**config.mk**
```make
export PLATFORM = sky130hd
export DESIGN_NAME = key_debouncer
export DESIGN_NICKNAME = d
export VERILOG_FILES = /design/src/rtl/key_debouncer.sv
export SDC_FILE = /design/constraint.sdc
export NUM_CORES = 1
export LEC_CHECK = 0
export CORE_MARGIN = 4
export CORE_UTILIZATION = 29
export DETAILED_ROUTE_END_ITERATION = 12
export SYNTH_ARGS = -nofsm -noshare
export SYNTH_HDL_FRONTEND = slang
export SYNTH_SLANG_ARGS = --single-unit
```
**constraint.sdc**
```tcl
create_clock -name clock -period 2.5 [get_ports clock]
set_clock_uncertainty 0.1 [all_clocks]
set_input_delay 0.75 -clock clock [delete_from_list [all_inputs] [get_ports clock]]
set_output_delay 0.75 -clock clock [all_outputs]
set_load 0.005 [all_outputs]
```
**src/rtl/key_debouncer.sv**
```systemverilog
// ---------------------------------------------------------------------------
// key_debouncer
//
// Debounce and auto-repeat one mechanical push-button. The raw pin is
// synchronised and normalised to "1 = pressed". It then has to hold its
// new level for DEBOUNCE_TICKS consecutive sampling ticks before the
// debounced level changes. A small FSM turns debounced edges into
// one-cycle press/release strobes. While the button is held, it also
// produces auto-repeat press strobes.
//
// Parameters
//   DEBOUNCE_TICKS : consecutive ticks a new level must persist (>= 1)
//   REPEAT_DELAY   : ticks from the debounced press to the first repeat
//                    (0 disables auto-repeat)
//   REPEAT_PERIOD  : ticks between successive repeats (>= 1)
//   ACTIVE_LOW     : 1 when a pressed button reads 0 on key_i
//
// Ports
//   clock     : system clock
//   reset     : asynchronous, active-high reset
//   tick_i    : one-cycle sampling strobe (period >= 2 cycles)
//   key_i     : raw asynchronous button pin
//   key_o     : debounced level, 1 = pressed
//   press_o   : one-cycle strobe on a debounced press and on each repeat
//   repeat_o  : high together with press_o when the strobe is a repeat
//   release_o : one-cycle strobe on a debounced release
// ---------------------------------------------------------------------------
module key_debouncer #(
  parameter int DEBOUNCE_TICKS = 20,
  parameter int REPEAT_DELAY   = 500,
  parameter int REPEAT_PERIOD  = 100,
  parameter bit ACTIVE_LOW     = 1'b1
) (
  input  logic clock,
  input  logic reset,
  input  logic tick_i,
  input  logic key_i,
  output logic key_o,
  output logic press_o,
  output logic repeat_o,
  output logic release_o
);

  localparam int DB_W    = $clog2(DEBOUNCE_TICKS + 1);
  localparam int REP_MAX = (REPEAT_DELAY > REPEAT_PERIOD) ? REPEAT_DELAY : REPEAT_PERIOD;
  localparam int RC_W    = $clog2(REP_MAX + 1);

  // Terminal values are compared before incrementing. The completing tick
  // is therefore the one that would bring the count up to the target.
  localparam logic [DB_W-1:0] DB_LAST     = DB_W'(DEBOUNCE_TICKS - 1);
  localparam logic [RC_W-1:0] DELAY_LAST  = RC_W'((REPEAT_DELAY > 0) ? (REPEAT_DELAY - 1) : 0);
  localparam logic [RC_W-1:0] PERIOD_LAST = RC_W'(REPEAT_PERIOD - 1);
  localparam bit              REPEAT_EN   = (REPEAT_DELAY > 0);

  // Pin level of an unpressed button.
  localparam logic IDLE_LEVEL = ACTIVE_LOW;

  // ------------------------------------------------------------------
  // Parameter sanity checks at elaboration time
  // ------------------------------------------------------------------
  if (DEBOUNCE_TICKS < 1) begin : g_bad_debounce
    $error("key_debouncer: DEBOUNCE_TICKS must be >= 1");
  end
  if (REPEAT_PERIOD < 1) begin : g_bad_period
    $error("key_debouncer: REPEAT_PERIOD must be >= 1");
  end
  if (REPEAT_DELAY < 0) begin : g_bad_delay
    $error("key_debouncer: REPEAT_DELAY must be >= 0");
  end

  // ------------------------------------------------------------------
  // Input synchroniser and polarity normalisation
  // ------------------------------------------------------------------
  logic r_sync1;
  logic r_sync2;
  logic w_key_s;

  always_ff @(posedge clock or posedge reset) begin
    if (reset) begin
      r_sync1 <= IDLE_LEVEL;
      r_sync2 <= IDLE_LEVEL;
    end else begin
      r_sync1 <= key_i;
      r_sync2 <= r_sync1;
    end
  end

  assign w_key_s = ACTIVE_LOW ? ~r_sync2 : r_sync2;

  // ------------------------------------------------------------------
  // Debounce counter
  // ------------------------------------------------------------------
  logic            r_key;
  logic [DB_W-1:0] r_db_cnt;
  logic            w_mismatch;
  logic            w_db_done;
  logic            w_press_evt;
  logic            w_release_evt;

  assign w_mismatch    = w_key_s ^ r_key;
  assign w_db_done     = tick_i & w_mismatch & (r_db_cnt == DB_LAST);
  assign w_press_evt   = w_db_done & ~r_key;
  assign w_release_evt = w_db_done &  r_key;

  // The count is cleared whenever the synchronised level agrees with the
  // debounced level, even without a tick. A glitch that lands between
  // ticks therefore restarts the whole qualification window.
  always_ff @(posedge clock or posedge reset) begin
    if (reset) begin
      r_key    <= 1'b0;
      r_db_cnt <= '0;
    end else if (!w_mismatch) begin
      r_db_cnt <= '0;
    end else if (tick_i) begin
      if (w_db_done) begin
        r_key    <= ~r_key;
        r_db_cnt <= '0;
      end else begin
        r_db_cnt <= r_db_cnt + 1'b1;
      end
    end
  end

  // ------------------------------------------------------------------
  // Press / repeat / release FSM with registered strobes
  // ------------------------------------------------------------------
  typedef enum logic [1:0] {
    ST_RELEASED  = 2'd0,
    ST_HELD      = 2'd1,
    ST_REPEATING = 2'd2
  } state_t;

  state_t          r_state;
  logic [RC_W-1:0] r_rep_cnt;
  logic            r_press;
  logic            r_repeat;
  logic            r_release;

  // The release event is tested first in every held state. If a release
  // completes on the same tick as a repeat count, only release_o pulses.
  always_ff @(posedge clock or posedge reset) begin
    if (reset) begin
      r_state   <= ST_RELEASED;
      r_rep_cnt <= '0;
      r_press   <= 1'b0;
      r_repeat  <= 1'b0;
      r_release <= 1'b0;
    end else begin
      r_press   <= 1'b0;
      r_repeat  <= 1'b0;
      r_release <= 1'b0;

      case (r_state)
        ST_RELEASED: begin
          if (w_press_evt) begin
            r_press   <= 1'b1;
            r_rep_cnt <= '0;
            r_state   <= ST_HELD;
          end
        end

        ST_HELD: begin
          if (w_release_evt) begin
            r_release <= 1'b1;
            r_state   <= ST_RELEASED;
          end else if (tick_i && r_key && REPEAT_EN) begin
            if (r_rep_cnt == DELAY_LAST) begin
              r_press   <= 1'b1;
              r_repeat  <= 1'b1;
              r_rep_cnt <= '0;
              r_state   <= ST_REPEATING;
            end else begin
              r_rep_cnt <= r_rep_cnt + 1'b1;
            end
          end
        end

        ST_REPEATING: begin
          if (w_release_evt) begin
            r_release <= 1'b1;
            r_state   <= ST_RELEASED;
          end else if (tick_i) begin
            if (r_rep_cnt == PERIOD_LAST) begin
              r_press   <= 1'b1;
              r_repeat  <= 1'b1;
              r_rep_cnt <= '0;
            end else begin
              r_rep_cnt <= r_rep_cnt + 1'b1;
            end
          end
        end

        default: begin
          r_state <= ST_RELEASED;
        end
      endcase
    end
  end

  assign key_o     = r_key;
  assign press_o   = r_press;
  assign repeat_o  = r_repeat;
  assign release_o = r_release;

endmodule

```
==> results of run 1 <==
state kept, by name, summed over array words and instances (netlist names):
register and count:
r_rep_cnt 9, r_db_cnt 5, r_state 2, key_o 1, press_o 1, r_sync1 1, r_sync2 1, release_o 1
repeat_o 1
cell usage after synthesis, types with 2 or more instances:
| master | instances |
|---|---|
| dfstp_2 | 2 |
| o21ai_0 | 7 |
| nand3_1 | 6 |
| nand2_1 | 12 |
| or4_1 | 2 |
| mux2i_1 | 3 |
| o22ai_1 | 3 |
| o22ai_2 | 4 |
| nor3_1 | 3 |
| dfrtp_1 | 20 |
| nor2_1 | 7 |
| nand2b_1 | 4 |
| a22o_1 | 2 |
| inv_1 | 13 |
| a21oi_1 | 11 |
| nand4_1 | 7 |
| buf_6 | 2 |
| xor2_1 | 2 |
| nand4b_1 | 2 |
| ha_1 | 7 |
placed cells by master, fill, tap and decap left out, drive strengths merged, types with 3 or more instances in the layout:
cell,netlist,final
nor3,3,3
o22ai,7,7
a21oi,12,12
nor2,8,8
mux2i,3,3
o21ai,8,8
nand4,7,7
clkbuf,1,4
inv,14,14
buf,4,9
dfrtp,20,20
nand2b,4,4
nand3,6,6
clkdlybuf4s50,0,7
ha,7,7
nand2,13,13
area by class of cell:
class	instances	area share, %
clock buffer	4	2.922
timing repair buffer	16	8.929
sequential	22	35.88
tap	52	4.221
multi-input combinational	99	44.64
inverter	14	3.409
cells by family after synthesis:
logic type,Yosys count,synth area share [%]
flops,22,41.50
fa+ha+maj,7,6.572
compound gates,33,18.31
buf+inv,19,6.854
simple gates,53,22.35
xor+xnor,2,1.315
mux,4,3.099
power groups by stage:
stage / clock (W) / combinational [W] / sequential (W)
finish: 0.000235 / 0.0000288 / 0.000366
global route: 0.000261 / 0.0000324 / 0.000367
CTS: 0.000243 / 0.0000298 / 0.000366
detailed placement: 0 / 0.0000296 / 0.000373
global placement: 0 / 0.0000288 / 0.000373
floorplan: 0 / 0.0000178 / 0.000372
routing by layer:
metal / vias to the layer above / share of wire, % / GRT usage (%)
li1: 530 / - / -
met5: - / 0 / 0
met4: 0 / 0.73 / 2.136
met2: 14 / 48 / 17.40
met3: 2 / 3.8 / 3.562
met1: 506 / 47 / 12.43
worst max-delay path: cells and delay by family:
kind	cells	cell delay (ps)
buffers and inverters	2	610
AOI/OAI and AO/OA	2	580
and+or+nand+nor	3	550
metrics by stage:
step,std cells,util [%],setup TNS (ps),hold slack [ps]
floorplan,140,-,0,245.2
global placement,203,33.90,-749.4,247.3
detailed placement,203,33.90,-990.7,249.2
CTS,207,34.92,0,261.1
global route,207,34.92,0,265.8
finish,207,34.92,0,259.0
path summary, 6_finish.rpt:
| path | to | cells past startpoint |
|---|---|---|
| max in group asynchronous | r_sync1 | 3 |
| setup / recovery | r_rep_cnt[6] | 7 |
| min in group asynchronous | release_o | 3 |
| hold / removal | r_sync2 | 0 |
| hold reg to reg | r_sync2 | 0 |
| setup reg to reg | r_rep_cnt[6] | 6 |
==> key figures, run 1 <==
Floorplanning
  • Die Y: 75.79 µm
  • Core Rows: 24
  • Starting density of the core: 30.19%
  • Die ar.: 5743 µm²
  • Core area: 4414 µm²
  • Die width: 75.79 µm
  • Io pins: 8

Logic synthesis
  • Largest area contributor in the netlist: dfrtp_1
  • Post-synth EDFFs: 0
  • Avg Cell Area, Syn: 9.518 µm²
  • Sequential cell area fraction in the yosys report: 41.50%
  • YS warnings: 0
  • Prevailing post-synth register cell: dfrtp_1
  • Area contributors post-synth: dfrtp_1, ha_1, a21oi_1
  • Flops & latches, synth: 22
  • Cells after synthesis: 140
  • Async SR Flop Fraction: 100.0%
  • Share of the synthesized area in the top cell type: 37.56%
  • Syn_nets: 151
  • Post-Syn Area: 1333 µm²
  • Netlist cell types: 41

Route
  • Mean routed wirelength per cell: 13.18 µm
  • Post-route ant nets: 0
  • Violation count after the first detailed-route iteration: 52
  • Drt drc: 0
  • WL final: 2729 µm
  • Drt first pass iters: 4
  • Vias: 1052
  • DR vias/cell: 5.082

Critical path
  • Crit path required time: 2590 ps
  • Crit-path max FO: 8
  • CP max stage delay: 480 ps
  • Crit-path slowest cell: clkdlybuf4s50_1
  • CP Capture Type: flip-flop
  • Reg2reg start: r_rep_cnt[0]
  • Critical-path cell list: clkdlybuf4s50_1 > buf_4 > nand2_1 > o21ai_0 > nand3_1 > nand2b_1 > o22ai_2
  • Crit path DAT: 2480 ps
  • CP Launch Type: primary input
  • R2R Setup Slk: 280 ps
  • Crit. Startpoint: tick_i
  • WS Path Type: in2reg

GRT
  • First-pass GRT wire length: 4498 µm
  • Initial antenna violation count: 0
  • Largest net degree at the start of global routing: 23
  • Vias in the first global route: 1032
  • Overflow after GRT: 0
  • GRT Overall Usage: 10.22%

Clock tree
  • Clock buffer count from CTS: 3
  • CTS H-Tree Depth: 1
  • Clock transition at the registers of the reported paths: 80 ps
  • Clock buffer depth: 2
  • Cts hold-fix bufs: 0
  • CTS sink cnt: 22
  • CTS tree: yes
  • Post-CTS resize count: 0
  • Root Buffer: clkbuf_8
  • Worst skew pair latency: 270 ps
  • Post-CTS setup buffer count: 0

Worst hold path
  • Type of the worst min-delay path: reg2reg
  • Hold_sp: r_sync1

Final layout
  • Share of layout cells above drive strength 1: 17.42%
  • Area of the multi-input gates: 688.2 µm²
  • Nets: 167
  • Area occupied by registers: 553.0 µm²
  • Area growth syn-to-layout: 15.68%
  • Finished Cell Area: 1541 µm²
  • Antenna cell count: 0
  • Filler Cell Count: 441

Pwr
  • Leak pwr: 0.6532 nW
  • Peak VDD IR: 0.3129 mV
  • Net Switching: 0.0001425 W
  • Part of the power in registers: 58.1%
  • Clock share of power: 37.3%
  • Switching share of total power: 22.60%
  • Total power: 0.0006305 W
  • Pint: 0.0004880 W
  • Combinational Power Share: 4.6%
  • Pwr Density: 409.0 nW/µm²

STA
  • Slew of the pin with the lowest slew margin: 419.0 ps
  • Hold Vio Cnt, Final: 0
  • Final slew viol count: 0
  • Unrepaired setup endpoints after global routing: no
  • Final setup margin: 101.5 ps
  • Slew HR: 71.85%
  • Fin crit period: 2399 ps
  • Final Cycle Share: 95.94%
  • Setup violation total in the final timing report: 0
  • Highest Clock Rate: 0.4169 GHz

Place
  • Port bufs: 7
  • Setup WS pre-CTS: -135.5 ps
  • RD Place Congestion: 0.8247
  • Hpwl dp: 1948 µm
  • Post-DP Area: 1496 µm²

Flow run
  • Maxcap violations: 0

Outcome
  • Status: finished clean
Note: power is estimated with default switching activity, not from simulation.
==> inputs of run 2 (changes only) <==
SLEW_MARGIN = 15   (was not set)
==> results of run 2 <==
The final DEF is identical to that of run 1; final timing and power are the same.
